## config.mk

```make
export PLATFORM = sky130hd
export DESIGN_NAME = iso_activation_sequencer_flat
export DESIGN_NICKNAME = d
export VERILOG_FILES = /design/src/rtl/iso_activation_sequencer_if.sv /design/src/rtl/iso_activation_sequencer.sv /design/src/flat_wrapper.sv
export SDC_FILE = /design/constraint.sdc
export NUM_CORES = 1
export LEC_CHECK = 0
export ABC_AREA = 1
export BUFFER_PORTS_ARGS = -buffer_cell sky130_fd_sc_hd__buf_2
export CAP_MARGIN = 20
export CELL_PAD_IN_SITES_DETAIL_PLACEMENT = 0
export CELL_PAD_IN_SITES_GLOBAL_PLACEMENT = 1
export CORE_ASPECT_RATIO = 0.6
export CORE_UTILIZATION = 45
export DETAILED_ROUTE_END_ITERATION = 10
export PLACE_DENSITY_LB_ADDON = 0.1
export SETUP_SLACK_MARGIN = 0.5
export SKIP_CTS_REPAIR_TIMING = 1
export SYNTH_ARGS = -nofsm -noshare
export SYNTH_HDL_FRONTEND = slang
export SYNTH_SLANG_ARGS = --single-unit
```

## constraint.sdc

```tcl
create_clock -name isoClk -period 4.5 [get_ports isoClk]
set_clock_uncertainty 0.05 [all_clocks]
set_input_delay 0.225 -clock isoClk [delete_from_list [all_inputs] [get_ports isoClk]]
set_output_delay 0.225 -clock isoClk [all_outputs]
set_load 0.01 [all_outputs]
```

## src/rtl/iso_activation_sequencer_if.sv

```systemverilog
// Host command / receiver / card-pad bundle for the ISO 7816-3 activation sequencer.
// The master side issues commands and receives status; the slave side is the sequencer.
interface iso_activation_sequencer_if;
    logic       coldStart;
    logic       warmStart;
    logic       deactivate;
    logic       endOfRx;
    logic [7:0] rxData;
    logic       isoVdd;
    logic       isoReset;
    logic       isoClkEn;
    logic       sioForceLow;
    logic       busy;
    logic       isActive;
    logic       tsReceived;
    logic       useIndirectConvention;
    logic       tsError;
    logic       atrIsEarly;
    logic       atrTimeout;

    modport master (
        output coldStart, warmStart, deactivate, endOfRx, rxData,
        input  isoVdd, isoReset, isoClkEn, sioForceLow, busy, isActive,
               tsReceived, useIndirectConvention, tsError, atrIsEarly, atrTimeout
    );

    modport slave (
        input  coldStart, warmStart, deactivate, endOfRx, rxData,
        output isoVdd, isoReset, isoClkEn, sioForceLow, busy, isActive,
               tsReceived, useIndirectConvention, tsError, atrIsEarly, atrTimeout
    );
endinterface

```

## src/rtl/iso_activation_sequencer.sv

```systemverilog
// ISO 7816-3 cold/warm activation and deactivation sequencer with TS capture,
// one automatic warm retry on a silent card, and registered pad controls.
//
// state      | meaning
// stOff      | card unpowered, I/O forced low
// stVddUp    | supply on, waiting for it to settle
// stRstLow   | clock running, RST held low
// stWaitAtr  | RST released, waiting for TS
// stActive   | TS received, card in session
// stWarmRst  | warm reset: RST low, supply and clock held
// stDeactRst | deactivation step 1: RST low
// stDeactClk | deactivation step 2: clock stopped
// stDeactIo  | deactivation step 3: I/O forced low
// stDeactVdd | deactivation step 4: supply off
module iso_activation_sequencer #(
    parameter int unsigned VDD_SETTLE     = 64,
    parameter int unsigned RST_LOW_CYCLES = 400,
    parameter int unsigned ATR_EARLY      = 400,
    parameter int unsigned ATR_TIMEOUT    = 40000,
    parameter int unsigned DEACT_STEP     = 8
) (
    input  logic                          isoClk,
    input  logic                          nReset,
    iso_activation_sequencer_if.slave     bus
);

    typedef enum logic [3:0] {
        stOff, stVddUp, stRstLow, stWaitAtr, stActive,
        stWarmRst, stDeactRst, stDeactClk, stDeactIo, stDeactVdd
    } stateT;

    localparam logic [15:0] VDD_LAST   = 16'(VDD_SETTLE - 1);
    localparam logic [15:0] RST_LAST   = 16'(RST_LOW_CYCLES - 1);
    localparam logic [15:0] EARLY_LIM  = 16'(ATR_EARLY);
    localparam logic [15:0] ATR_LAST   = 16'(ATR_TIMEOUT - 1);
    localparam logic [15:0] STEP_LAST  = 16'(DEACT_STEP - 1);

    stateT       state, nextState;
    logic [15:0] cycleCnt;
    logic        retryFlag;

    logic        inDeact;
    logic        deactGo, warmGo, coldGo, rxGo, atrExpired;

    logic        vddNext, resetNext, clkEnNext, forceLowNext, busyNext, activeNext;
    logic        vddQ, resetQ, clkEnQ, forceLowQ, busyQ, activeQ;
    logic        tsReceivedQ, indirectQ, tsErrorQ, earlyQ, timeoutQ;

    // Command qualification encodes the pulse priority: deactivate > warmStart > endOfRx > timeout.
    always_comb begin
        inDeact    = (state == stDeactRst) || (state == stDeactClk) ||
                     (state == stDeactIo)  || (state == stDeactVdd);
        deactGo    = bus.deactivate && (state != stOff) && !inDeact;
        warmGo     = bus.warmStart && !deactGo &&
                     ((state == stActive) || (state == stWaitAtr));
        coldGo     = bus.coldStart && (state == stOff);
        rxGo       = bus.endOfRx && (state == stWaitAtr) && !deactGo && !warmGo;
        atrExpired = (state == stWaitAtr) && (cycleCnt == ATR_LAST) &&
                     !deactGo && !warmGo && !bus.endOfRx;
    end

    always_ff @(posedge isoClk or negedge nReset) begin
        if (!nReset) begin
            state    <= stOff;
            cycleCnt <= '0;
        end else begin
            state <= nextState;
            if (nextState != state)
                cycleCnt <= '0;
            else if (cycleCnt != 16'hFFFF)
                cycleCnt <= cycleCnt + 16'd1;
        end
    end

    always_comb begin
        nextState = state;
        if (deactGo) begin
            nextState = stDeactRst;
        end else if (warmGo) begin
            nextState = stWarmRst;
        end else begin
            case (state)
                stOff:      if (coldGo) nextState = stVddUp;
                stVddUp:    if (cycleCnt == VDD_LAST) nextState = stRstLow;
                stRstLow:   if (cycleCnt == RST_LAST) nextState = stWaitAtr;
                stWaitAtr: begin
                    if (rxGo)
                        nextState = stActive;
                    else if (atrExpired)
                        nextState = retryFlag ? stDeactRst : stWarmRst;
                end
                stActive:   nextState = stActive;
                stWarmRst:  if (cycleCnt == RST_LAST) nextState = stWaitAtr;
                stDeactRst: if (cycleCnt == STEP_LAST) nextState = stDeactClk;
                stDeactClk: if (cycleCnt == STEP_LAST) nextState = stDeactIo;
                stDeactIo:  if (cycleCnt == STEP_LAST) nextState = stDeactVdd;
                stDeactVdd: if (cycleCnt == STEP_LAST) nextState = stOff;
                default:    nextState = stOff;
            endcase
        end
    end

    // Decoded from nextState so each registered pad changes on the edge entering the state.
    always_comb begin
        vddNext      = 1'b0;
        resetNext    = 1'b0;
        clkEnNext    = 1'b0;
        forceLowNext = 1'b0;
        busyNext     = 1'b1;
        activeNext   = 1'b0;
        case (nextState)
            stOff:      begin forceLowNext = 1'b1; busyNext = 1'b0; end
            stVddUp:    vddNext = 1'b1;
            stRstLow:   begin vddNext = 1'b1; clkEnNext = 1'b1; end
            stWaitAtr:  begin vddNext = 1'b1; clkEnNext = 1'b1; resetNext = 1'b1; end
            stActive: begin
                vddNext    = 1'b1;
                clkEnNext  = 1'b1;
                resetNext  = 1'b1;
                busyNext   = 1'b0;
                activeNext = 1'b1;
            end
            stWarmRst:  begin vddNext = 1'b1; clkEnNext = 1'b1; end
            stDeactRst: begin vddNext = 1'b1; clkEnNext = 1'b1; end
            stDeactClk: vddNext = 1'b1;
            stDeactIo:  begin vddNext = 1'b1; forceLowNext = 1'b1; end
            stDeactVdd: forceLowNext = 1'b1;
            default:    begin forceLowNext = 1'b1; busyNext = 1'b0; end
        endcase
    end

    always_ff @(posedge isoClk or negedge nReset) begin
        if (!nReset) begin
            vddQ      <= 1'b0;
            resetQ    <= 1'b0;
            clkEnQ    <= 1'b0;
            forceLowQ <= 1'b1;
            busyQ     <= 1'b0;
            activeQ   <= 1'b0;
        end else begin
            vddQ      <= vddNext;
            resetQ    <= resetNext;
            clkEnQ    <= clkEnNext;
            forceLowQ <= forceLowNext;
            busyQ     <= busyNext;
            activeQ   <= activeNext;
        end
    end

    // TS decode is registered at capture time; only the decoded flags are observable.
    always_ff @(posedge isoClk or negedge nReset) begin
        if (!nReset) begin
            tsReceivedQ <= 1'b0;
            indirectQ   <= 1'b0;
            tsErrorQ    <= 1'b0;
            earlyQ      <= 1'b0;
            timeoutQ    <= 1'b0;
            retryFlag   <= 1'b0;
        end else if (coldGo) begin
            tsReceivedQ <= 1'b0;
            indirectQ   <= 1'b0;
            tsErrorQ    <= 1'b0;
            earlyQ      <= 1'b0;
            timeoutQ    <= 1'b0;
            retryFlag   <= 1'b0;
        end else if (warmGo) begin
            tsReceivedQ <= 1'b0;
            indirectQ   <= 1'b0;
            tsErrorQ    <= 1'b0;
            earlyQ      <= 1'b0;
        end else if (rxGo) begin
            tsReceivedQ <= 1'b1;
            indirectQ   <= (bus.rxData == 8'hFC);
            tsErrorQ    <= (bus.rxData != 8'h3B) && (bus.rxData != 8'hFC);
            earlyQ      <= (cycleCnt < EARLY_LIM);
        end else if (atrExpired) begin
            if (retryFlag)
                timeoutQ <= 1'b1;
            else
                retryFlag <= 1'b1;
        end
    end

    assign bus.isoVdd                = vddQ;
    assign bus.isoReset              = resetQ;
    assign bus.isoClkEn              = clkEnQ;
    assign bus.sioForceLow           = forceLowQ;
    assign bus.busy                  = busyQ;
    assign bus.isActive              = activeQ;
    assign bus.tsReceived            = tsReceivedQ;
    assign bus.useIndirectConvention = indirectQ;
    assign bus.tsError               = tsErrorQ;
    assign bus.atrIsEarly            = earlyQ;
    assign bus.atrTimeout            = timeoutQ;

endmodule

```

## src/flat_wrapper.sv

```systemverilog
// flat-port wrapper written by rule: the top's interface ports become plain ports
module iso_activation_sequencer_flat 
#(
    parameter int unsigned VDD_SETTLE     = 64,
    parameter int unsigned RST_LOW_CYCLES = 400,
    parameter int unsigned ATR_EARLY      = 400,
    parameter int unsigned ATR_TIMEOUT    = 40000,
    parameter int unsigned DEACT_STEP     = 8
)
  (isoClk, nReset, bus_coldStart, bus_warmStart, bus_deactivate, bus_endOfRx, bus_rxData, bus_isoVdd, bus_isoReset, bus_isoClkEn, bus_sioForceLow, bus_busy, bus_isActive, bus_tsReceived, bus_useIndirectConvention, bus_tsError, bus_atrIsEarly, bus_atrTimeout);
  iso_activation_sequencer_if bus_i ();
  input  logic isoClk;
  input  logic nReset;
  input wire logic [$bits(bus_i.coldStart)-1:0] bus_coldStart;
  input wire logic [$bits(bus_i.warmStart)-1:0] bus_warmStart;
  input wire logic [$bits(bus_i.deactivate)-1:0] bus_deactivate;
  input wire logic [$bits(bus_i.endOfRx)-1:0] bus_endOfRx;
  input wire logic [$bits(bus_i.rxData)-1:0] bus_rxData;
  output wire logic [$bits(bus_i.isoVdd)-1:0] bus_isoVdd;
  output wire logic [$bits(bus_i.isoReset)-1:0] bus_isoReset;
  output wire logic [$bits(bus_i.isoClkEn)-1:0] bus_isoClkEn;
  output wire logic [$bits(bus_i.sioForceLow)-1:0] bus_sioForceLow;
  output wire logic [$bits(bus_i.busy)-1:0] bus_busy;
  output wire logic [$bits(bus_i.isActive)-1:0] bus_isActive;
  output wire logic [$bits(bus_i.tsReceived)-1:0] bus_tsReceived;
  output wire logic [$bits(bus_i.useIndirectConvention)-1:0] bus_useIndirectConvention;
  output wire logic [$bits(bus_i.tsError)-1:0] bus_tsError;
  output wire logic [$bits(bus_i.atrIsEarly)-1:0] bus_atrIsEarly;
  output wire logic [$bits(bus_i.atrTimeout)-1:0] bus_atrTimeout;
  assign bus_i.coldStart = bus_coldStart;
  assign bus_i.warmStart = bus_warmStart;
  assign bus_i.deactivate = bus_deactivate;
  assign bus_i.endOfRx = bus_endOfRx;
  assign bus_i.rxData = bus_rxData;
  assign bus_isoVdd = bus_i.isoVdd;
  assign bus_isoReset = bus_i.isoReset;
  assign bus_isoClkEn = bus_i.isoClkEn;
  assign bus_sioForceLow = bus_i.sioForceLow;
  assign bus_busy = bus_i.busy;
  assign bus_isActive = bus_i.isActive;
  assign bus_tsReceived = bus_i.tsReceived;
  assign bus_useIndirectConvention = bus_i.useIndirectConvention;
  assign bus_tsError = bus_i.tsError;
  assign bus_atrIsEarly = bus_i.atrIsEarly;
  assign bus_atrTimeout = bus_i.atrTimeout;
  iso_activation_sequencer #(.VDD_SETTLE(VDD_SETTLE), .RST_LOW_CYCLES(RST_LOW_CYCLES), .ATR_EARLY(ATR_EARLY), .ATR_TIMEOUT(ATR_TIMEOUT), .DEACT_STEP(DEACT_STEP)) u_core (.isoClk(isoClk), .nReset(nReset), .bus(bus_i));
endmodule
```

==> results of run 1 <==
## registers in the layout (all words and copies together), names as in the netlist
name                              cells
u_core.retryFlag                      1
u_core.bus.isActive                   1
u_core.bus.tsError                    1
u_core.bus.useIndirectConvention      1
u_core.bus.atrIsEarly                 1
u_core.bus.atrTimeout                 1
u_core.bus.sioForceLow                1
u_core.bus.busy                       1
u_core.bus.tsReceived                 1
u_core.bus.isoVdd                     1
u_core.bus.isoReset                   1
u_core.cycleCnt                      16
u_core.bus.isoClkEn                   1
u_core.state                          4
## power breakdown
| group | internal, W | switching (W) | total, W | leakage [nW] |
|---|---|---|---|---|
| Sequential | 0.000342 | 0.0000427 | 0.000385 | 0.421 |
| Clock | 0.000122 | 0.000112 | 0.000234 | 0.0510 |
| Combinational | 0.000196 | 0.000456 | 0.000652 | 0.755 |
## cells in the mapped netlist, types with 2 or more instances
master,number,share of area (%)
sky130_fd_sc_hd__a21oi_1,8,1.8
sky130_fd_sc_hd__nand2_1,66,11
sky130_fd_sc_hd__dfrtp_1,31,34
sky130_fd_sc_hd__nand3_2,4,1.8
sky130_fd_sc_hd__nor3_1,5,1.1
sky130_fd_sc_hd__nand2_2,10,2.8
sky130_fd_sc_hd__nor2_2,2,0.55
sky130_fd_sc_hd__buf_12,2,1.8
sky130_fd_sc_hd__nor2_1,51,8.4
sky130_fd_sc_hd__nand3_1,26,5.7
sky130_fd_sc_hd__clkinv_1,2,0.33
sky130_fd_sc_hd__nor2_4,15,7.4
sky130_fd_sc_hd__nand2_4,3,1.5
sky130_fd_sc_hd__inv_2,3,0.50
sky130_fd_sc_hd__nand4_1,3,0.83
sky130_fd_sc_hd__inv_1,39,6.4
sky130_fd_sc_hd__xnor2_1,2,0.77
sky130_fd_sc_hd__o211ai_1,2,0.66
sky130_fd_sc_hd__o41ai_1,2,0.77
sky130_fd_sc_hd__xor2_1,5,1.9
sky130_fd_sc_hd__nand3_4,2,1.5
sky130_fd_sc_hd__o21ai_0,14,3.1
## layout make-up
cell class | count | area, um^2
tap | 63 | 78.8
inverter | 45 | 171
clock inverter | 2 | 10.0
timing repair buffer | 24 | 120
multi-input combinational | 228 | 1250
fill | 468 | 2190
clock buffer | 6 | 82.6
sequential | 32 | 802
## kinds of logic after synthesis
kind of cell	Yosys count	synth area share, %
and+or+nand+nor	190	44.1
adders and majority gates	1	0.550
xor gates and xnor gates	7	2.70
DFF	32	35.3
buffers and inverters	48	9.79
muxes	1	0.440
AOI/OAI and AO/OA	29	7.15
## how the worst max path moves through the flow
stage | from | endpoint | slack (ns) | cells past startpoint
after floorplan | u_core.cycleCnt[0] | u_core.cycleCnt[5] | 2.37 | 15
after global placement | u_core.state[2] | u_core.cycleCnt[8] | 1.89 | 14
after detailed placement | u_core.state[2] | u_core.cycleCnt[13] | 1.89 | 14
after CTS | u_core.state[2] | u_core.cycleCnt[13] | 1.86 | 14
after global routing | u_core.cycleCnt[0] | u_core.cycleCnt[13] | 1.53 | 15
final | u_core.state[2] | u_core.cycleCnt[13] | 1.79 | 14
## cell usage in the layout (no fill, tap or decap), drive strengths merged, types with 6 or more instances in the layout
cell | netlist | layout
a21oi | 8 | 8
buf | 3 | 24
clkbuf | 0 | 6
dfrtp | 31 | 31
inv | 43 | 43
nand2 | 79 | 79
nand3 | 32 | 32
nor2 | 68 | 68
o21ai | 14 | 14
## metal layers
layer / vias to the layer above / part of all wire [%] / GRT usage (%)
met1: 903 / 55 / 36.6
met4: 0 / 1.1 / 7.25
met2: 63 / 35 / 24.9
met5: - / 0 / 0
li1: 1030 / - / -
met3: 7 / 8.2 / 6.67
## per-stage QoR
| step | std cells | hold slack (ns) | utilization, % | total power (W) |
|---|---|---|---|---|
| 2_1_floorplan | 308 | -0.121 | - | 0.000944 |
| 3_3_place_gp | 392 | 0.280 | 51.5 | 0.00104 |
| 3_5_place_dp | 392 | 0.289 | 51.5 | 0.00104 |
| 4_1_cts | 400 | -0.0275 | 53.4 | 0.00127 |
| 5_1_grt | 400 | 0.00669 | 53.4 | 0.00137 |
| 6_report | 400 | -0.0542 | 53.4 | 0.00127 |
==> metrics.txt, run 1 <==
# TYPE chip_impl_metric gauge
chip_impl_metric{name="ios",unit=""} 25
chip_impl_metric{name="setup_slack",unit="ns"} 1.79
chip_impl_metric{name="finish.instance_area",unit="um^2"} 2510
chip_impl_metric{name="avgViaCountPerCell",unit=""} 5.01
chip_impl_info{name="worst_setup_path_end_kind",value="flop"} 1
chip_impl_info{name="crit_family",value="simple AND/OR/NAND/NOR gates"} 1
chip_impl_metric{name="clkSinkCount",unit=""} 32
chip_impl_info{name="failed_checks",value="hold timing"} 1
chip_impl_info{name="clk_root_buffer_cell",value="sky130_fd_sc_hd__clkbuf_8"} 1
chip_impl_metric{name="number_of_enable_flip_flop_cells_after_synthesis",unit=""} 0
chip_impl_metric{name="route.detailed.drc",unit=""} 0
chip_impl_metric{name="postSynthRegisterBits",unit=""} 32
chip_impl_info{name="rr_endpoint",value="u_core.cycleCnt[13]"} 1
chip_impl_metric{name="design.die.area",unit="um^2"} 5350
chip_impl_metric{name="clock_path_buffers",unit=""} 2
chip_impl_metric{name="final_wirelength",unit="mm"} 5.31
chip_impl_metric{name="power_density",unit="nW/um^2"} 505
chip_impl_metric{name="congestion_overflow_gr",unit=""} 0
chip_impl_metric{name="drtIter0Drc",unit=""} 183
chip_impl_metric{name="drv_slew",unit=""} 0
chip_impl_metric{name="layout_worst_path_cycle_share",unit="%"} 60.1
chip_impl_metric{name="num_vias",unit=""} 2003
chip_impl_metric{name="cellLeakagePower",unit="nW"} 1.23
chip_impl_metric{name="max_freq",unit="MHz"} 370
chip_impl_metric{name="yosys_warning_count",unit=""} 0
chip_impl_metric{name="synthesized_area_divided_by_synthesized_cell_count",unit="um^2"} 7.39
chip_impl_metric{name="cp.arrival",unit="ns"} 2.87
chip_impl_metric{name="via_count_of_the_first_global_routing_pass",unit=""} 1728
chip_impl_metric{name="timing.final.crit_period",unit="ns"} 2.71
chip_impl_metric{name="synth.net_count",unit=""} 323
chip_impl_metric{name="globalRouteTotalUtil",unit="%"} 21.9
chip_impl_metric{name="synth_seq_area_share",unit="%"} 35.3
chip_impl_metric{name="max_ir_drop_vdd",unit="uV"} 403
chip_impl_metric{name="hold_violations",unit=""} 31
chip_impl_info{name="cp_cell_sequence",value="inv_2 -> nor2_1 -> nand2_1 -> nand2_1 -> nand2_2 -> inv_1 -> nand2_2 -> nand3_1 -> nand2_1 -> nand3_1 -> nand3_1 -> nand2_1 -> nand3_4 -> nor2_1"} 1
chip_impl_metric{name="syn-cell-area",unit="um^2"} 2270
chip_impl_metric{name="max_cap_violation_count",unit=""} 0
chip_impl_metric{name="design.core.area",unit="um^2"} 4710
chip_impl_info{name="tritoncts",value="done"} 1
chip_impl_metric{name="dieWidth",unit="um"} 93.8
chip_impl_metric{name="number_of_buffer_and_inverter_stages_on_the_critical_path",unit=""} 2
chip_impl_info{name="critPathKind",value="flop to flop"} 1
chip_impl_metric{name="hpwl",unit="mm"} 4.20
chip_impl_metric{name="clk-insertion-delay-late",unit="ns"} 0.29
chip_impl_metric{name="grt_max_degree",unit=""} 33
chip_impl_info{name="status",value="finished with violations"} 1
chip_impl_metric{name="final_layout_size_suffix_gt1_share",unit="%"} 22.3
chip_impl_metric{name="worst-r2r-cell-count",unit=""} 14
chip_impl_info{name="critical_path.startpoint_type",value="flop"} 1
chip_impl_metric{name="io_buffers",unit=""} 24
chip_impl_metric{name="route.detailed.wl_per_inst",unit="um"} 13.3
chip_impl_metric{name="antenna_cells",unit=""} 0
chip_impl_metric{name="slowest_delay",unit="ns"} 0.55
chip_impl_info{name="rsz0062_at_grt",value="no"} 1
chip_impl_metric{name="gate_count_of_the_mapped_netlist",unit=""} 308
chip_impl_metric{name="worst_ep_required_time",unit="ns"} 4.66
chip_impl_metric{name="worst-path-max-fanout",unit=""} 16
chip_impl_metric{name="initial_utilization",unit="%"} 48.3
chip_impl_metric{name="dp_slack",unit="ns"} 1.89
chip_impl_info{name="ys_dominant_reg_cell",value="sky130_fd_sc_hd__dfrtp_1"} 1
chip_impl_metric{name="synth.lib_cells_used.distinct",unit=""} 33
chip_impl_metric{name="slew_headroom",unit="%"} 49.8
chip_impl_metric{name="setup.reg_to_reg.worst_slack",unit="ns"} 1.79
chip_impl_info{name="timing.critical_path.mode_cell",value="sky130_fd_sc_hd__nand2_1"} 1
chip_impl_metric{name="clk_pin_slew",unit="ns"} 0.07
chip_impl_info{name="holdCritPathClass",value="primary input to async pin"} 1
chip_impl_metric{name="finalSetupViolations",unit=""} 0
chip_impl_metric{name="max_slew.worst_pin.slew",unit="ns"} 0.753
chip_impl_metric{name="globalplace.congestion",unit=""} 0.884
chip_impl_metric{name="htreeDepth",unit=""} 2
chip_impl_info{name="rr_startpoint",value="u_core.state[2]"} 1
chip_impl_metric{name="grt_pass1_wl",unit="mm"} 8.73
chip_impl_metric{name="placedInstanceArea",unit="um^2"} 2420
chip_impl_metric{name="number_of_detailed_routing_iterations_run_before_antenna_repair",unit=""} 5
chip_impl_metric{name="antenna_found_initial",unit=""} 0
chip_impl_metric{name="antenna_left",unit=""} 0
chip_impl_metric{name="tns",unit="ns"} 0
chip_impl_metric{name="die-height",unit="um"} 57.1
chip_impl_metric{name="area_growth",unit="%"} 10.6
chip_impl_metric{name="finalHoldWorstSlack",unit="ns"} -0.0542
chip_impl_metric{name="placementRows",unit=""} 19
chip_impl_metric{name="synth_async_sr_flop_share",unit="%"} 100
chip_impl_metric{name="cts_made_buffers",unit=""} 5
chip_impl_metric{name="finish.net_count",unit=""} 351
chip_impl_info{name="worst_path_max_delay_cell",value="sky130_fd_sc_hd__dfrtp_1"} 1
Power figures use the tool's default switching activity.
==> run 2, diff against run 1 <==
--- a/config.mk
+++ b/config.mk
@@ -11,7 +11,7 @@
 export CELL_PAD_IN_SITES_DETAIL_PLACEMENT = 0
 export CELL_PAD_IN_SITES_GLOBAL_PLACEMENT = 1
 export CORE_ASPECT_RATIO = 0.6
-export CORE_UTILIZATION = 45
+export CORE_UTILIZATION = 43
 export DETAILED_ROUTE_END_ITERATION = 10
 export PLACE_DENSITY_LB_ADDON = 0.1
 export SETUP_SLACK_MARGIN = 0.5
==> constraint.sdc (replaced) <==
create_clock -name isoClk -period 2.6 [get_ports isoClk]
set_clock_uncertainty 0.05 [all_clocks]
set_input_delay 0.13 -clock isoClk [delete_from_list [all_inputs] [get_ports isoClk]]
set_output_delay 0.13 -clock isoClk [all_outputs]
set_load 0.01 [all_outputs]
==> run 2 against run 1 <==
The flow now finishes without violations. Via count up 6.6%. Worst setup slack worse by 1.4 ns. Core utilization up 3.8 points. Non-clock buffer count up 24. Maximum frequency up 21%. Final cell count up 6.8%. Flip-flop and latch count unchanged. Global-route usage down 1.3 points. First-iteration DRC count down 43%. Highest routed layer unchanged.
==> metrics.txt, run 2 (same netlist as run 1, synthesis figures left out) <==
# TYPE chip_impl_metric gauge
chip_impl_metric{name="antenna_found_initial",unit=""} 0
chip_impl_info{name="holdCritPathClass",value="primary input to flop"} 1
chip_impl_metric{name="area_growth",unit="%"} 27.8
chip_impl_metric{name="max_cap_violation_count",unit=""} 0
chip_impl_metric{name="die-height",unit="um"} 58.3
chip_impl_info{name="crit_path_end",value="u_core.cycleCnt[2]"} 1
chip_impl_metric{name="placementRows",unit=""} 20
chip_impl_metric{name="final_layout_size_suffix_gt1_share",unit="%"} 39.1
chip_impl_metric{name="drtIter0Drc",unit=""} 104
chip_impl_info{name="critical_path.startpoint_type",value="flop"} 1
chip_impl_metric{name="dp_slack",unit="ns"} 0.214
chip_impl_metric{name="tns",unit="ns"} 0
chip_impl_metric{name="avgViaCountPerCell",unit=""} 5.00
chip_impl_metric{name="via_count_of_the_first_global_routing_pass",unit=""} 1658
chip_impl_metric{name="clk-insertion-delay-late",unit="ns"} 0.29
chip_impl_info{name="commonest_non_fill_non_tap_cells_in_the_layout",value="sky130_fd_sc_hd__nand2_1 (55), sky130_fd_sc_hd__nor2_1 (34), sky130_fd_sc_hd__inv_1 (33)"} 1
chip_impl_metric{name="dp.cells",unit=""} 401
chip_impl_metric{name="ios",unit=""} 25
chip_impl_metric{name="initial_utilization",unit="%"} 44.8
chip_impl_metric{name="antenna_left",unit=""} 0
chip_impl_info{name="most_common_library_cell_in_the_layout_ignoring_fill_and_taps",value="sky130_fd_sc_hd__nand2_1"} 1
chip_impl_metric{name="finish.net_count",unit=""} 375
chip_impl_info{name="clk_root_buffer_cell",value="sky130_fd_sc_hd__clkbuf_8"} 1
chip_impl_info{name="tritoncts",value="done"} 1
chip_impl_metric{name="drv_slew",unit=""} 0
chip_impl_metric{name="final_cell_count_no_fill",unit=""} 427
chip_impl_metric{name="globalplace.congestion",unit=""} 0.885
chip_impl_metric{name="met1_length",unit="mm"} 3.21
chip_impl_metric{name="max_ir_drop_vdd",unit="uV"} 452
chip_impl_metric{name="setup_slack",unit="ns"} 0.365
chip_impl_metric{name="worst-path-max-fanout",unit=""} 8
chip_impl_metric{name="clock_path_buffers",unit=""} 2
chip_impl_metric{name="largest_register_ff_count",unit=""} 16
chip_impl_metric{name="cp.arrival",unit="ns"} 2.41
chip_impl_metric{name="cellLeakagePower",unit="nW"} 1.38
chip_impl_metric{name="dieWidth",unit="um"} 95.9
chip_impl_metric{name="htreeDepth",unit=""} 2
chip_impl_metric{name="route.detailed.wl_per_inst",unit="um"} 13.7
chip_impl_info{name="largest_register",value="u_core.cycleCnt"} 1
chip_impl_metric{name="antenna_cells",unit=""} 0
chip_impl_metric{name="clk_pin_slew",unit="ns"} 0.07
chip_impl_metric{name="num-fill-cells",unit=""} 488
chip_impl_metric{name="max_slew.worst_pin.slew",unit="ns"} 0.753
chip_impl_metric{name="met3_length",unit="um"} 399
chip_impl_metric{name="num_vias",unit=""} 2135
chip_impl_metric{name="grt_max_degree",unit=""} 33
chip_impl_metric{name="finalHoldWorstSlack",unit="ns"} 0.108
chip_impl_metric{name="route.met2.wl",unit="mm"} 2.18
chip_impl_metric{name="io_buffers",unit=""} 24
chip_impl_info{name="critPathKind",value="flop to flop"} 1
chip_impl_info{name="critPathLaunch",value="u_core.cycleCnt[1]"} 1
chip_impl_metric{name="worst_ep_required_time",unit="ns"} 2.78
chip_impl_metric{name="clkSinkCount",unit=""} 32
chip_impl_info{name="top_regs",value="u_core.cycleCnt (16), u_core.state (4)"} 1
chip_impl_metric{name="layout_worst_path_cycle_share",unit="%"} 86.0
chip_impl_metric{name="number_of_detailed_routing_iterations_run_before_antenna_repair",unit=""} 4
chip_impl_info{name="rr_endpoint",value="u_core.cycleCnt[2]"} 1
chip_impl_info{name="rsz0062_at_grt",value="yes"} 1
chip_impl_metric{name="design.core.area",unit="um^2"} 5080
chip_impl_metric{name="final_wirelength",unit="mm"} 5.85
chip_impl_metric{name="globalRouteTotalUtil",unit="%"} 20.6
chip_impl_info{name="rr_startpoint",value="u_core.cycleCnt[1]"} 1
chip_impl_metric{name="grt_pass1_wl",unit="mm"} 8.38
chip_impl_metric{name="max_freq",unit="MHz"} 447
chip_impl_metric{name="power_density",unit="nW/um^2"} 909
chip_impl_metric{name="setup.reg_to_reg.worst_slack",unit="ns"} 0.36
chip_impl_metric{name="finalSetupViolations",unit=""} 0
chip_impl_info{name="status",value="complete, no violations"} 1
chip_impl_metric{name="slew_headroom",unit="%"} 49.8
chip_impl_metric{name="cts_made_buffers",unit=""} 5
chip_impl_metric{name="hold_violations",unit=""} 0
chip_impl_metric{name="worst-r2r-cell-count",unit=""} 16
chip_impl_info{name="top_routing_layer_in_use",value="met4"} 1
chip_impl_metric{name="hpwl",unit="mm"} 4.10
chip_impl_metric{name="congestion_overflow_gr",unit=""} 0
chip_impl_info{name="worst_setup_path_end_kind",value="flop"} 1
chip_impl_metric{name="timing.final.crit_period",unit="ns"} 2.24
chip_impl_metric{name="route.detailed.drc",unit=""} 0
chip_impl_metric{name="worst_hold_path.num_cells",unit=""} 3
chip_impl_metric{name="design.die.area",unit="um^2"} 5590
[run 2: cell count changes in the layout (fill, tap and decap cells not counted), moves of 4 or more]
cell	before	now
sky130_fd_sc_hd__nand2_2	10	18
sky130_fd_sc_hd__dfrtp_2	0	4
sky130_fd_sc_hd__inv_1	39	33
sky130_fd_sc_hd__inv_2	3	9
sky130_fd_sc_hd__nor2_1	51	34
sky130_fd_sc_hd__dfrtp_1	31	27
sky130_fd_sc_hd__nand2_1	66	55
sky130_fd_sc_hd__buf_4	0	21
sky130_fd_sc_hd__nor2_2	2	13
sky130_fd_sc_hd__nor2_4	15	21
[run 2: area by class of cell]
class | count | area, um^2 | share of cell area [%]
multi-input combinational | 228 | 1430 | 49.1
sequential | 32 | 807 | 27.8
timing repair buffer | 48 | 333 | 11.5
inverter | 45 | 176 | 6.07
tap | 66 | 82.6 | 2.84
clock buffer | 8 | 80.1 | 2.76
[run 2: critical path, cell delays in order, from the launching register on]
cell,delay (ns)
sky130_fd_sc_hd__dfrtp_1,0.41
sky130_fd_sc_hd__ha_4,0.18
sky130_fd_sc_hd__nand3_4,0.09
sky130_fd_sc_hd__inv_4,0.09
sky130_fd_sc_hd__nand2_4,0.06
sky130_fd_sc_hd__nor2_4,0.18
sky130_fd_sc_hd__nand2_1,0.09
sky130_fd_sc_hd__nand2_1,0.09
sky130_fd_sc_hd__nand3_2,0.10
sky130_fd_sc_hd__nor2_4,0.14
sky130_fd_sc_hd__nand2_1,0.08
sky130_fd_sc_hd__nand2_2,0.08
sky130_fd_sc_hd__nand3_2,0.07
sky130_fd_sc_hd__nand2_2,0.10
sky130_fd_sc_hd__nand3_4,0.11
sky130_fd_sc_hd__clkbuf_16,0.20
sky130_fd_sc_hd__nor2_4,0.07
[run 2: worst min path at each step]
stage,start,endpoint
5_1_grt,bus_rxData[1],u_core.bus.useIndirectConvention
6_report,bus_rxData[6],u_core.bus.tsError
3_3_place_gp,nReset,u_core.bus.tsError
4_1_cts,nReset,u_core.cycleCnt[14]
3_5_place_dp,nReset,u_core.bus.tsError
2_1_floorplan,nReset,u_core.bus.atrIsEarly
[run 2: stage by stage]
| stage | power, W | instance area, um^2 | util (%) |
|---|---|---|---|
| global placement | 0.00189 | 2490 | 49.0 |
| finish | 0.00264 | 2910 | 57.2 |
| global route | 0.00282 | 2910 | 57.2 |
| CTS | 0.00227 | 2570 | 50.6 |
| detailed placement | 0.00189 | 2490 | 49.0 |
| floorplan | 0.00163 | 2280 | - |
[run 2: power by group]
group          internal (W)  switching [W]
combinational      0.000634       0.000958
sequential         0.000597      0.0000753
clock              0.000190       0.000187
total               0.00142        0.00122
[run 2: metal layers]
layer / track usage [%] / up-vias
met5: 0 / -
met2: 22.7 / 56
met1: 36.4 / 988
met3: 4.65 / 6
li1: - / 1085
met4: 5.76 / 0
==> run 3, diff against run 2 <==
--- a/config.mk
+++ b/config.mk
@@ -8,12 +8,9 @@
 export ABC_AREA = 1
 export BUFFER_PORTS_ARGS = -buffer_cell sky130_fd_sc_hd__buf_2
 export CAP_MARGIN = 20
-export CELL_PAD_IN_SITES_DETAIL_PLACEMENT = 0
-export CELL_PAD_IN_SITES_GLOBAL_PLACEMENT = 1
 export CORE_ASPECT_RATIO = 0.6
-export CORE_UTILIZATION = 43
+export CORE_UTILIZATION = 45
 export DETAILED_ROUTE_END_ITERATION = 10
-export PLACE_DENSITY_LB_ADDON = 0.1
 export SETUP_SLACK_MARGIN = 0.5
 export SKIP_CTS_REPAIR_TIMING = 1
 export SYNTH_ARGS = -nofsm -noshare
==> run 3 against run 2 <==
Routed wire length grew 7.8%. Via count grew 4.6%. Maximum frequency shrank 2.3%. Worst hold slack gained 0.016 ns. Critical path type unchanged. Largest cell class unchanged. Largest power group unchanged.
==> metrics.txt, run 3 (same netlist as run 1, synthesis figures left out) <==
# TYPE chip_impl_metric gauge
chip_impl_metric{name="finalHoldWorstSlack",unit="ns"} 0.124
chip_impl_metric{name="initial_utilization",unit="%"} 48.3
chip_impl_info{name="rr_startpoint",value="u_core.state[1]"} 1
chip_impl_info{name="rr_endpoint",value="u_core.cycleCnt[2]"} 1
chip_impl_info{name="status",value="complete, no violations"} 1
chip_impl_info{name="timing.critical_path.mode_cell",value="sky130_fd_sc_hd__nand2_1"} 1
chip_impl_metric{name="power.combinational.fraction",unit="%"} 63.1
chip_impl_metric{name="globalplace.congestion",unit=""} 0.933
chip_impl_info{name="whs_endpoint",value="u_core.bus.atrTimeout"} 1
chip_impl_metric{name="antenna_cells",unit=""} 0
chip_impl_info{name="top_regs",value="u_core.cycleCnt (16), u_core.state (4)"} 1
chip_impl_metric{name="ios",unit=""} 25
chip_impl_metric{name="timing.final.crit_period",unit="ns"} 2.29
chip_impl_metric{name="antenna_left",unit=""} 0
chip_impl_metric{name="route.detailed.wl_per_inst",unit="um"} 14.5
chip_impl_metric{name="layout_worst_path_cycle_share",unit="%"} 88.0
chip_impl_metric{name="dieWidth",unit="um"} 93.8
chip_impl_metric{name="num_vias",unit=""} 2233
chip_impl_metric{name="finish.instance_area",unit="um^2"} 3050
chip_impl_metric{name="largest_register_ff_count",unit=""} 16
chip_impl_metric{name="swShare",unit="%"} 45.7
chip_impl_metric{name="worst_ep_required_time",unit="ns"} 2.77
chip_impl_info{name="largest_register",value="u_core.cycleCnt"} 1
chip_impl_metric{name="setup_slack",unit="ns"} 0.313
chip_impl_metric{name="route.detailed.drc",unit=""} 0
chip_impl_metric{name="worst_hold_path.num_cells",unit=""} 4
chip_impl_metric{name="area_growth",unit="%"} 33.9
chip_impl_info{name="worst_setup_path_end_kind",value="flop"} 1
chip_impl_metric{name="placementRows",unit=""} 19
chip_impl_metric{name="power_density",unit="nW/um^2"} 965
chip_impl_metric{name="power.share.sequential",unit="%"} 23.1
chip_impl_metric{name="pwr-share-clk",unit="%"} 13.8
chip_impl_metric{name="worst-path-max-fanout",unit=""} 8
chip_impl_metric{name="setup.reg_to_reg.worst_slack",unit="ns"} 0.31
chip_impl_metric{name="clk-insertion-delay-late",unit="ns"} 0.29
chip_impl_metric{name="drtIter0Drc",unit=""} 177
chip_impl_metric{name="drv_slew",unit=""} 0
chip_impl_metric{name="grt_pass1_wl",unit="mm"} 9.21
chip_impl_info{name="worstHoldStart",value="bus_coldStart"} 1
chip_impl_metric{name="clk_pin_slew",unit="ns"} 0.07
chip_impl_metric{name="avgViaCountPerCell",unit=""} 5.13
chip_impl_metric{name="max_ir_drop_vdd",unit="uV"} 790
chip_impl_metric{name="slowest_delay",unit="ns"} 0.48
chip_impl_metric{name="design.die.area",unit="um^2"} 5350
chip_impl_metric{name="htreeDepth",unit=""} 2
chip_impl_metric{name="hpwl",unit="mm"} 4.25
chip_impl_metric{name="io_buffers",unit=""} 24
chip_impl_metric{name="internal_power",unit="W"} 0.00160
chip_impl_metric{name="hold_violations",unit=""} 0
chip_impl_metric{name="via_count_of_the_first_global_routing_pass",unit=""} 1779
chip_impl_metric{name="antenna_found_initial",unit=""} 0
chip_impl_metric{name="total_power",unit="W"} 0.00294
chip_impl_metric{name="dp_slack",unit="ns"} 0.226
chip_impl_metric{name="design.core.area",unit="um^2"} 4710
chip_impl_metric{name="max_slew.worst_pin.slew",unit="ns"} 0.753
chip_impl_metric{name="p_switching",unit="W"} 0.00134
chip_impl_metric{name="cellLeakagePower",unit="nW"} 1.44
chip_impl_metric{name="num-fill-cells",unit=""} 413
chip_impl_metric{name="die-height",unit="um"} 57.1
chip_impl_metric{name="slew_headroom",unit="%"} 49.8
chip_impl_info{name="holdCritPathClass",value="primary input to flop"} 1
chip_impl_metric{name="cp.arrival",unit="ns"} 2.46
chip_impl_metric{name="max_freq",unit="MHz"} 437
chip_impl_info{name="critical_path.startpoint_type",value="flop"} 1
chip_impl_metric{name="max_cap_violation_count",unit=""} 0
chip_impl_info{name="worst_path_max_delay_cell",value="sky130_fd_sc_hd__dfrtp_2"} 1
chip_impl_metric{name="final_wirelength",unit="mm"} 6.31
chip_impl_info{name="most_common_library_cell_in_the_layout_ignoring_fill_and_taps",value="sky130_fd_sc_hd__nand2_1"} 1
chip_impl_metric{name="grt_max_degree",unit=""} 33
chip_impl_info{name="tritoncts",value="done"} 1
chip_impl_metric{name="congestion_overflow_gr",unit=""} 0
chip_impl_metric{name="number_of_detailed_routing_iterations_run_before_antenna_repair",unit=""} 6
chip_impl_metric{name="tns",unit="ns"} 0
chip_impl_metric{name="globalRouteTotalUtil",unit="%"} 23.1
chip_impl_metric{name="cts_made_buffers",unit=""} 5
chip_impl_metric{name="final_layout_size_suffix_gt1_share",unit="%"} 42.5
chip_impl_metric{name="clkSinkCount",unit=""} 32
chip_impl_metric{name="finalSetupViolations",unit=""} 0
chip_impl_metric{name="worst-r2r-cell-count",unit=""} 15
chip_impl_info{name="clk_root_buffer_cell",value="sky130_fd_sc_hd__clkbuf_8"} 1
chip_impl_info{name="cp_cell_sequence",value="buf_4 -> inv_1 -> nand2_1 -> nor3_1 -> nand3_1 -> nand2_1 -> nor2_1 -> nand2_1 -> nand2_2 -> nand2_4 -> nand2_1 -> nand2_2 -> nand3_4 -> clkbuf_16 -> nor2_4"} 1
chip_impl_info{name="commonest_non_fill_non_tap_cells_in_the_layout",value="sky130_fd_sc_hd__nand2_1 (55), sky130_fd_sc_hd__nor2_1 (34), sky130_fd_sc_hd__inv_1 (29)"} 1
chip_impl_metric{name="clock_path_buffers",unit=""} 2
chip_impl_metric{name="placedInstanceArea",unit="um^2"} 2460
chip_impl_info{name="rsz0062_at_grt",value="yes"} 1
chip_impl_info{name="critPathKind",value="flop to flop"} 1
chip_impl_metric{name="finish.net_count",unit=""} 386
[run 3: cell count changes in the layout (fill, tap and decap cells not counted), moves of 2 or more]
cell / previous run / this run
sky130_fd_sc_hd__nand2_4: 5 / 8
sky130_fd_sc_hd__nand2_2: 18 / 16
sky130_fd_sc_hd__nor2_2: 13 / 10
sky130_fd_sc_hd__buf_6: 0 / 5
sky130_fd_sc_hd__buf_4: 21 / 26
sky130_fd_sc_hd__inv_2: 9 / 13
sky130_fd_sc_hd__inv_1: 33 / 29
sky130_fd_sc_hd__nor2_4: 21 / 24
[run 3: area by class of cell]
cell class / instances / area, um^2 / area share (%)
tap: 63 / 78.8 / 2.59
sequential: 32 / 808 / 26.5
clock buffer: 8 / 90.1 / 2.96
multi-input combinational: 228 / 1450 / 47.5
timing repair buffer: 59 / 447 / 14.7
inverter: 45 / 174 / 5.71
[run 3: worst max path at each step]
stage | startpoint | endpoint | slack (ns) | cells past startpoint
after floorplan | u_core.cycleCnt[0] | u_core.cycleCnt[15] | 0.50 | 17
after global placement | u_core.state[2] | u_core.cycleCnt[8] | 0.26 | 17
after detailed placement | u_core.state[2] | u_core.cycleCnt[8] | 0.23 | 17
after CTS | u_core.state[2] | u_core.cycleCnt[8] | 0.21 | 17
after global routing | u_core.state[3] | u_core.cycleCnt[14] | 0.22 | 15
final | u_core.state[1] | u_core.cycleCnt[2] | 0.31 | 15
[run 3: per-stage QoR]
step / instances / util (%)
2_1_floorplan: 308 / -
3_3_place_gp: 395 / 52.4
3_5_place_dp: 395 / 52.4
4_1_cts: 403 / 54.3
5_1_grt: 435 / 64.7
6_report: 435 / 64.7
[run 3: power by group through the flow]
stage	registers, W	logic (W)	clock network, W
floorplan	0.000679	0.000956	0
global placement	0.000674	0.00121	0
detailed placement	0.000673	0.00119	0
CTS	0.000666	0.00120	0.000414
global route	0.000684	0.00200	0.000441
finish	0.000678	0.00186	0.000405
[run 3: routing by layer]
metal	global-route usage (%)	vias to the layer above	share of wire [%]
met5	0	-	0
met4	7.25	0	0.87
met3	5.87	4	6.7
met2	25.1	73	39
met1	40.5	1055	54
li1	-	1101	-
[run 3: critical path: cells and delay by family, from the launching register on]
family	cells	cell delay (ns)
AND/OR/NAND/NOR	12	1.20
buffers and inverters	3	0.47
flip-flops	1	0.48
